==> src/rtl/if_id_buffer_if.sv <==
// IF -> ID boundary bundle: fetch-side controls and SRAM data in,
// registered decode-stage instruction out.
interface if_id_buffer_if;
  logic        stall;
  logic        flush;
  logic [31:0] if_pc;
  logic [31:0] inst_sram_rdata;
  logic        id_valid;
  logic [31:0] id_pc;
  logic [31:0] id_inst;
  logic        id_adel;

  modport master (
    output stall, flush, if_pc, inst_sram_rdata,
    input  id_valid, id_pc, id_inst, id_adel
  );

  modport slave (
    input  stall, flush, if_pc, inst_sram_rdata,
    output id_valid, id_pc, id_inst, id_adel
  );
endinterface

==> src/rtl/if_id_buffer.sv <==
// IF/ID pipeline register with a one-word instruction skid buffer.
// The synchronous SRAM output only matches if_pc on the first stalled
// cycle; after that it drifts to the next word, so that word is parked
// in hold_inst and replayed when the stall releases.
module if_id_buffer #(
  parameter logic [31:0] NOP_INST = 32'h0000_0000,
  parameter logic [31:0] RESET_PC = 32'hbfbf_fffc
) (
  input  logic           clk,
  input  logic           resetn,
  if_id_buffer_if.slave  bus
);

  logic        fetch_live_q, fetch_live_d;
  logic        hold_valid_q, hold_valid_d;
  logic [31:0] hold_inst_q,  hold_inst_d;
  logic        id_valid_q,   id_valid_d;
  logic [31:0] id_pc_q,      id_pc_d;
  logic [31:0] id_inst_q,    id_inst_d;
  logic        id_adel_q,    id_adel_d;

  logic        eligible_s;
  logic        misaligned_s;
  logic [31:0] sel_inst_s;

  assign eligible_s   = fetch_live_q && (bus.if_pc != RESET_PC);
  assign misaligned_s = (bus.if_pc[1:0] != 2'b00);
  assign sel_inst_s   = hold_valid_q ? hold_inst_q : bus.inst_sram_rdata;

  // Fetch-live flag: becomes set after the first unstalled cycle out of reset.
  always_comb begin
    fetch_live_d = fetch_live_q;
    if (!bus.stall) begin
      fetch_live_d = 1'b1;
    end else begin
      fetch_live_d = fetch_live_q;
    end
  end

  // Skid buffer: capture on the first stalled cycle, drop on flush or release.
  always_comb begin
    hold_valid_d = hold_valid_q;
    hold_inst_d  = hold_inst_q;
    if (bus.flush) begin
      hold_valid_d = 1'b0;
    end else if (bus.stall) begin
      if (!hold_valid_q) begin
        hold_valid_d = 1'b1;
        hold_inst_d  = bus.inst_sram_rdata;
      end else begin
        hold_valid_d = hold_valid_q;
      end
    end else begin
      hold_valid_d = 1'b0;
    end
  end

  // IF/ID register next state: flush beats stall, stall freezes, else load.
  always_comb begin
    id_valid_d = id_valid_q;
    id_pc_d    = id_pc_q;
    id_inst_d  = id_inst_q;
    id_adel_d  = id_adel_q;
    if (bus.flush) begin
      id_valid_d = 1'b0;
      id_pc_d    = bus.if_pc;
      id_inst_d  = NOP_INST;
      id_adel_d  = 1'b0;
    end else if (bus.stall) begin
      id_valid_d = id_valid_q;
    end else if (eligible_s) begin
      id_valid_d = 1'b1;
      id_pc_d    = bus.if_pc;
      id_adel_d  = misaligned_s;
      id_inst_d  = misaligned_s ? NOP_INST : sel_inst_s;
    end else begin
      id_valid_d = 1'b0;
      id_pc_d    = bus.if_pc;
      id_inst_d  = NOP_INST;
      id_adel_d  = 1'b0;
    end
  end

  // State flops with synchronous active-low reset.
  always_ff @(posedge clk) begin
    if (!resetn) begin
      fetch_live_q <= 1'b0;
      hold_valid_q <= 1'b0;
      hold_inst_q  <= NOP_INST;
      id_valid_q   <= 1'b0;
      id_pc_q      <= RESET_PC;
      id_inst_q    <= NOP_INST;
      id_adel_q    <= 1'b0;
    end else begin
      fetch_live_q <= fetch_live_d;
      hold_valid_q <= hold_valid_d;
      hold_inst_q  <= hold_inst_d;
      id_valid_q   <= id_valid_d;
      id_pc_q      <= id_pc_d;
      id_inst_q    <= id_inst_d;
      id_adel_q    <= id_adel_d;
    end
  end

  assign bus.id_valid = id_valid_q;
  assign bus.id_pc    = id_pc_q;
  assign bus.id_inst  = id_inst_q;
  assign bus.id_adel  = id_adel_q;

endmodule

==> src/flat_wrapper.sv <==
// flat-port wrapper written by rule: the top's interface ports become plain ports
module if_id_buffer_flat 
#(
  parameter logic [31:0] NOP_INST = 32'h0000_0000,
  parameter logic [31:0] RESET_PC = 32'hbfbf_fffc
)
  (clk, resetn, bus_stall, bus_flush, bus_if_pc, bus_inst_sram_rdata, bus_id_valid, bus_id_pc, bus_id_inst, bus_id_adel);
  if_id_buffer_if bus_i ();
  input  logic clk;
  input  logic resetn;
  input wire logic [$bits(bus_i.stall)-1:0] bus_stall;
  input wire logic [$bits(bus_i.flush)-1:0] bus_flush;
  input wire logic [$bits(bus_i.if_pc)-1:0] bus_if_pc;
  input wire logic [$bits(bus_i.inst_sram_rdata)-1:0] bus_inst_sram_rdata;
  output wire logic [$bits(bus_i.id_valid)-1:0] bus_id_valid;
  output wire logic [$bits(bus_i.id_pc)-1:0] bus_id_pc;
  output wire logic [$bits(bus_i.id_inst)-1:0] bus_id_inst;
  output wire logic [$bits(bus_i.id_adel)-1:0] bus_id_adel;
  assign bus_i.stall = bus_stall;
  assign bus_i.flush = bus_flush;
  assign bus_i.if_pc = bus_if_pc;
  assign bus_i.inst_sram_rdata = bus_inst_sram_rdata;
  assign bus_id_valid = bus_i.id_valid;
  assign bus_id_pc = bus_i.id_pc;
  assign bus_id_inst = bus_i.id_inst;
  assign bus_id_adel = bus_i.id_adel;
  if_id_buffer #(.NOP_INST(NOP_INST), .RESET_PC(RESET_PC)) u_core (.clk(clk), .resetn(resetn), .bus(bus_i));
endmodule
==> config.mk <==
export PLATFORM = sky130hd
export DESIGN_NAME = if_id_buffer_flat
export DESIGN_NICKNAME = d
export VERILOG_FILES = /design/src/rtl/if_id_buffer_if.sv /design/src/rtl/if_id_buffer.sv /design/src/flat_wrapper.sv
export SDC_FILE = /design/constraint.sdc
export NUM_CORES = 1
export LEC_CHECK = 0
export ABC_AREA = 0
export CAP_MARGIN = 25
export CORE_ASPECT_RATIO = 1.1
export CORE_MARGIN = 1.5
export CORE_UTILIZATION = 40
export CTS_CLUSTER_DIAMETER = 120
export DETAILED_ROUTE_END_ITERATION = 12
export PLACE_DENSITY = 0.72
export SYNTH_ARGS = -nofsm -noshare
export SYNTH_HDL_FRONTEND = slang
export SYNTH_SLANG_ARGS = --single-unit
==> constraint.sdc <==
create_clock -name clk -period 2.6 [get_ports clk]
set_input_delay 0.65 -clock clk [delete_from_list [all_inputs] [get_ports clk]]
set_output_delay 0.65 -clock clk [all_outputs]
set_load 0.02 [all_outputs]
* After elaboration in Yosys (flattened, before gate mapping)
Index checks and enable logic that the tools add are counted.
Widths: inputs -> output; s select.
** Storage, ports and cells
- Bits in read-only memories :: 0
- Bits in latches :: 0
- Output and inout port bits :: 66
- Bits in writable memories :: 0
- Flip-flop bits (word level) :: 100
- Bits of input ports :: 68
- Memories :: 0
- Logic and storage cells :: 23
** Cells by class
- $mul :: 0
- Add/subtract/negate cells :: 0
- Shift-type cells :: 0
- Eq/ne operators :: 2
- Multiplexer cells :: 8
- Reduce and logical (&&, ||, !) cells :: 4
- Bitwise gates (word level) :: 2
- Div/mod/pow operators :: 0
- Order comparisons :: 0
** Operators by type and width (count)
- $mux 32 :: 5
- $ne 32x32->1 const B :: 1
- $mux 1 :: 3
- $ne 2x1->1 const B :: 1
- $not 1->1 :: 2
- $reduce_and 2->1 :: 1
- $reduce_bool 2->1 :: 1
- $reduce_or 2->1 :: 1
- $logic_and 1x1->1 :: 1

* Longest topological paths before layout
- Depth after elaboration :: 3
- Gate-level depth with buffers :: 7
- Mapped depth without buffers :: 4

* Least setup slack after synthesis
Ideal clock, no wire load.
- Path kind :: in2reg
- Start :: input port bus_if_pc[16]
- End :: register u_core.id_inst_q[20], in the netlist u_core.bus.id_inst[20]
- Path slack :: 0.789 ns
- Stages :: 5
- Data arrival time :: 1.694 ns
- Buffers on the path :: 1
- Library setup time :: 0.117 ns
- Required time :: 2.483 ns
- Path through :: nand4_1 > nor4_4 > nand2_4 > buf_6 > a32o_1
** Between the ends
- Word-level cells in the longest chain between the ends :: 3
** RTL lines
- start, declared :: RTL line flat_wrapper.sv:13 : input wire logic [$bits(bus_i.if_pc)-1:0] bus_if_pc;
- $ne 32x32->1 :: RTL line if_id_buffer.sv:26 : assign eligible_s = fetch_live_q && (bus.if_pc != RESET_PC);
- $logic_and 1x1->1 :: RTL line if_id_buffer.sv:26
- $mux 32 :: RTL line if_id_buffer.sv:71 : end else if (eligible_s) begin
- end signal, assigned :: RTL line if_id_buffer.sv:100 : id_inst_q <= id_inst_d;
- end, declared :: RTL line if_id_buffer.sv:19 : logic [31:0] id_inst_q, id_inst_d;
No other way between the ends.
A chain may end at the register's enable or synchronous reset.

* Final worst setup path
- Start :: input port bus_if_pc[23]
- End :: register u_core.id_inst_q[22], in the netlist u_core.bus.id_inst[22]
Same word-level chain as after synthesis.

==> results by stage <==
Run status:
- The run finished with clean final reports.

Synth:
- By area the synthesized netlist is led by dfxtp_1 (50%), nand2_1 (11%), mux2_2 (5.4%), a21boi_0 (4.4%), a22o_1 (4.0%).
- The share of the yosys chip area belonging to registers is 0.504.
- Counting instances in the post-synthesis netlist gives the leading cell types as nand2_1 (116), dfxtp_1 (100), nand3_1 (28), a21boi_0 (23).
- The fraction of registers with async set/reset is 0.
- The cell type with the highest aggregate area in the netlist is dfxtp_1.
- The number of warnings issued by yosys is 0.
- After synthesis the netlist holds a flip-flop and latch count of 100.
- The cell area after synthesis is 0.00397 sq mm.
- The share of synthesized area in the top cell type comes to 0.504.
- Synthesis produced ~420 cells.
- Yosys mapped the design onto 30 distinct sky130hd cell types.
- The synthesized design contains 0 enable-type register cells.
- In the synthesized netlist the dominant register cell turns out to be dfxtp_1.
- The net count after synthesis is 484.
- Averaged over all synthesized cells, the footprint is approximately 9.5 sq um.
- The leading cell type by number of instances after synthesis is nand2_1.

Floorplan:
- The die span in x is 98.0 microns.
- The initial utilization of the core area, before any placement, comes to 0.418.
- The core outline area is 0.00949 sq mm.
- The die covers around 0.011 sq mm.
- From bottom edge to top edge, the die measures 107 microns.
- The boundary pin count is 134.
- The row count is 37.

Timing:
- The aggregate negative setup slack is 0 ns.
- The final-report hold violation count was 0.
- The max-slew headroom at the worst pin is 0.497.
- Counting I/O delays and the setup requirement, the final critical path takes roughly 2.1 ns.
- The max-slew violation total from the final report is 0.
- At the pin with the least slew margin, the transition time is 0.755 ns.
- The final number of setup-violating endpoints is 0.
- In the finished design, the share of the clock period the worst path needs comes to 0.799.
- Setup repair after global routing left no endpoint under its margin.
- Clock skew on the completed layout was measured at about 0.011 ns.
- Derived from the worst setup path, the maximum achievable clock frequency is 482 MHz.

Hold path:
- The worst hold path endpoint is u_core.hold_inst_q[15].
- In this run the worst hold path is classified as reg2reg.
- The startpoint of the tightest hold check path is u_core.hold_inst_q[15].
- Along the worst hold path, the cell count comes to 2.

Critical path:
- STA puts the critical path data arrival time at 2.32 ns.
- The signal on the critical path passes through clkdlybuf4s50_1 > nand4b_4 > nor4_4 > nand2_4 > a32o_1.
- The category of the worst setup path capture point is a flop.
- Measured in cells, the most critical reg-to-reg path has a length of 3.
- For the worst setup path, the data required time is roughly 2.9 ns.
- The nature of the critical path startpoint is an input port.
- In this design, the stage delay of the slowest critical-path cell is 0.54 ns.
- The largest fanout of any net on the critical path is 14.
- The kind of cell with the highest combined delay along the critical path is simple AND/OR/NAND/NOR gates.
- The critical path in this run is classified as in2reg.
- The beginning of the worst register-to-register path is u_core.hold_valid_q.
- On the critical path, the stage with the largest delay is an instance of clkdlybuf4s50_1.
- The register-to-register setup slack is between 0.8 and 0.9 ns.
- The critical path buffer and inverter count is 1.
- The end of the worst register-to-register path is u_core.hold_inst_q[6].

Clocking:
- TritonCTS built the clock tree.
- The CTS clock-pin slew for the worst setup and hold paths is 0.10 ns.
- In this run the post-CTS setup repair buffer count came out at 0.
- The number of clock sinks is 100.
- Hold repair after CTS inserted 0 buffers.
- The root buffer selected by CTS is clkbuf_8.
- The TritonCTS buffer count is 9.
- The number of gates resized after CTS was 0.
- The buffer levels on the longest clock path is 2.
- The insertion delay to the later sink of the worst-skew pair is 0.35 ns.
- The total number of H-tree levels is 3.

Power:
- The relative contribution of sequential cells to total power is 0.498.
- The analysis attributes to net switching a power of 0.000774 W.
- The worst-case IR drop observed on VDD is 290 uV.
- Internal power comes to 0.00251 W.
- Of the total power, the clock network draws 0.365.
- The share of total power dissipated in combinational logic is 0.137.
- The ratio of total power to cell area is 584 mW/mm^2.
- Of the total power, the share spent switching nets is 0.236.
- For this design the static power due to leakage is about 2.3 nW.

Global routing:
- The wire length of the first global-routing pass is 16,300 microns.
- The total overflow reported by the global router is 0.
- The via count of the first global-routing pass is 3,318.
- The most used routing layer is met2.
- The global-route met1 utilization is 0.241.
- The overall routing resource usage is 0.193.
- The number of antenna violations at the first check in global routing is 0.
- The met2 track demand over resource is 0.335.
- Entering global routing, the biggest net connects 47 pins.
- The met3 demand-to-capacity share in global routing is 0.0377.

Cells and area:
- The area growth from synthesis to layout is 41.7%.
- The fraction of layout cells with a size suffix above 1 is 0.103.
- The number of antenna diodes in the final layout is 0.
- Once layout is complete, the utilization of the core stands at 0.592.
- After the last flow step, the layout net total stands at 605.

Route:
- The DRC violation total after the first TritonRoute iteration is 96.
- The post-detailed-route via-to-cell ratio is 5.12.
- The via count of the routed design is around 3,400.
- The DRC violations left is 0.
- The average detailed-routed wire length per instance is around 15 microns.
- The post-detailed-routing wire length is 10,100 microns.
- In this run the remaining antenna-violating nets after routing total 0.
- The iteration count of the initial detailed-routing pass is 4.

Place:
- Buffers placed on the I/O ports in this run total 133.
- At the end of routability-driven placement, the weighted congestion stood at 0.775.
- The total half-perimeter wirelength after legalization and detailed placement is about 7200 microns.

Flow run:
- The max-cap check violation count is 0.
==> logic make-up (layout without fill, tap and decap cells) <==
kind of cell / Yosys count / after routing / share of synthesized area
simple gates: 176 / 176 / 0.206
flops: 100 / 100 / 0.504
compound gates: 73 / 73 / 0.162
buf+inv: 35 / 161 / 0.0410
mux: 32 / 32 / 0.0867
==> layout by cell type, fill, tap and decap left out, types with 2 or more instances in the layout <==
| cell | netlist | layout |
|---|---|---|
| nor4_4 | 2 | 2 |
| mux2i_1 | 13 | 13 |
| nand4_1 | 5 | 5 |
| a32o_1 | 14 | 14 |
| dfxtp_1 | 100 | 99 |
| nand2b_1 | 2 | 2 |
| a21boi_0 | 23 | 23 |
| nand2_1 | 116 | 116 |
| a22o_1 | 18 | 18 |
| buf_4 | 0 | 11 |
| nand3_1 | 28 | 28 |
| nand4bb_1 | 2 | 2 |
| mux2_2 | 19 | 19 |
| clkbuf_8 | 0 | 10 |
| nor2_1 | 14 | 14 |
| clkdlybuf4s50_1 | 0 | 132 |
| o211a_1 | 13 | 13 |
| bufinv_16 | 0 | 3 |
==> metal layers <==
| layer | wire, microns | share of wire |
|---|---|---|
| met5 | 0 | 0 |
| met4 | 102 | 0.010 |
| met3 | 463 | 0.046 |
| met2 | 4990 | 0.49 |
| met1 | 4550 | 0.45 |
==> cell type report <==
| type | instances | area [sq um] |
|---|---|---|
| clock buffer | 11 | 141 |
| multi-input combinational | 281 | 1810 |
| sequential | 100 | 2000 |
| fill | 823 | 3870 |
| timing repair buffer | 144 | 1410 |
| clock inverter | 5 | 108 |
| inverter | 1 | 3.75 |
| tap | 117 | 146 |
==> power by group through the flow <==
stage | sequential, W | combinational, W | clock, W
global route | 0.00165 | 0.000486 | 0.00130
finish | 0.00164 | 0.000449 | 0.00120
floorplan | 0.00171 | 0.000175 | 0
detailed placement | 0.00167 | 0.000451 | 0
CTS | 0.00164 | 0.000453 | 0.00122
global placement | 0.00167 | 0.000444 | 0
==> flip-flops by register name (all words and copies together) (netlist names) <==
signal and count:
u_core.bus.id_pc 32, u_core.hold_inst_q 32, u_core.hold_valid_q 1, u_core.bus.id_inst 32
u_core.fetch_live_q 1, u_core.bus.id_adel 1, u_core.bus.id_valid 1
==> through the flow <==
stage	std cells	power [W]	hold slack, ns	cell area, sq um	worst slack, ns
floorplan	416	0.00188	0.432	3970	0.789
global placement	643	0.00211	0.438	5370	0.188
detailed placement	643	0.00212	0.444	5370	0.129
CTS	659	0.00331	0.460	5620	0.514
global route	659	0.00343	0.484	5620	0.487
finish	659	0.00328	0.456	5620	0.524
==> tightest hold or removal path: cells and delay by family, from the launching register on <==
| family | cells | cell delay, ns |
|---|---|---|
| AOI/OAI and AO/OA | 1 | 0.05 |
| and+or+nand+nor | 1 | 0.05 |
| DFF | 1 | 0.32 |
==> worst max-delay path by stage <==
stage                              to  slack (ns)           from  cells after the start
2_1_floorplan  u_core.bus.id_inst[20]        0.79  bus_if_pc[16]                      5
3_3_place_gp   u_core.bus.id_inst[19]        0.19  bus_if_pc[23]                      5
3_5_place_dp   u_core.bus.id_inst[22]        0.13  bus_if_pc[23]                      5
4_1_cts        u_core.bus.id_inst[22]        0.51  bus_if_pc[23]                      5
5_1_grt        u_core.bus.id_inst[26]        0.49  bus_if_pc[17]                      5
6_report       u_core.bus.id_inst[22]        0.52  bus_if_pc[23]                      5
(Power assumes the default switching activity.)
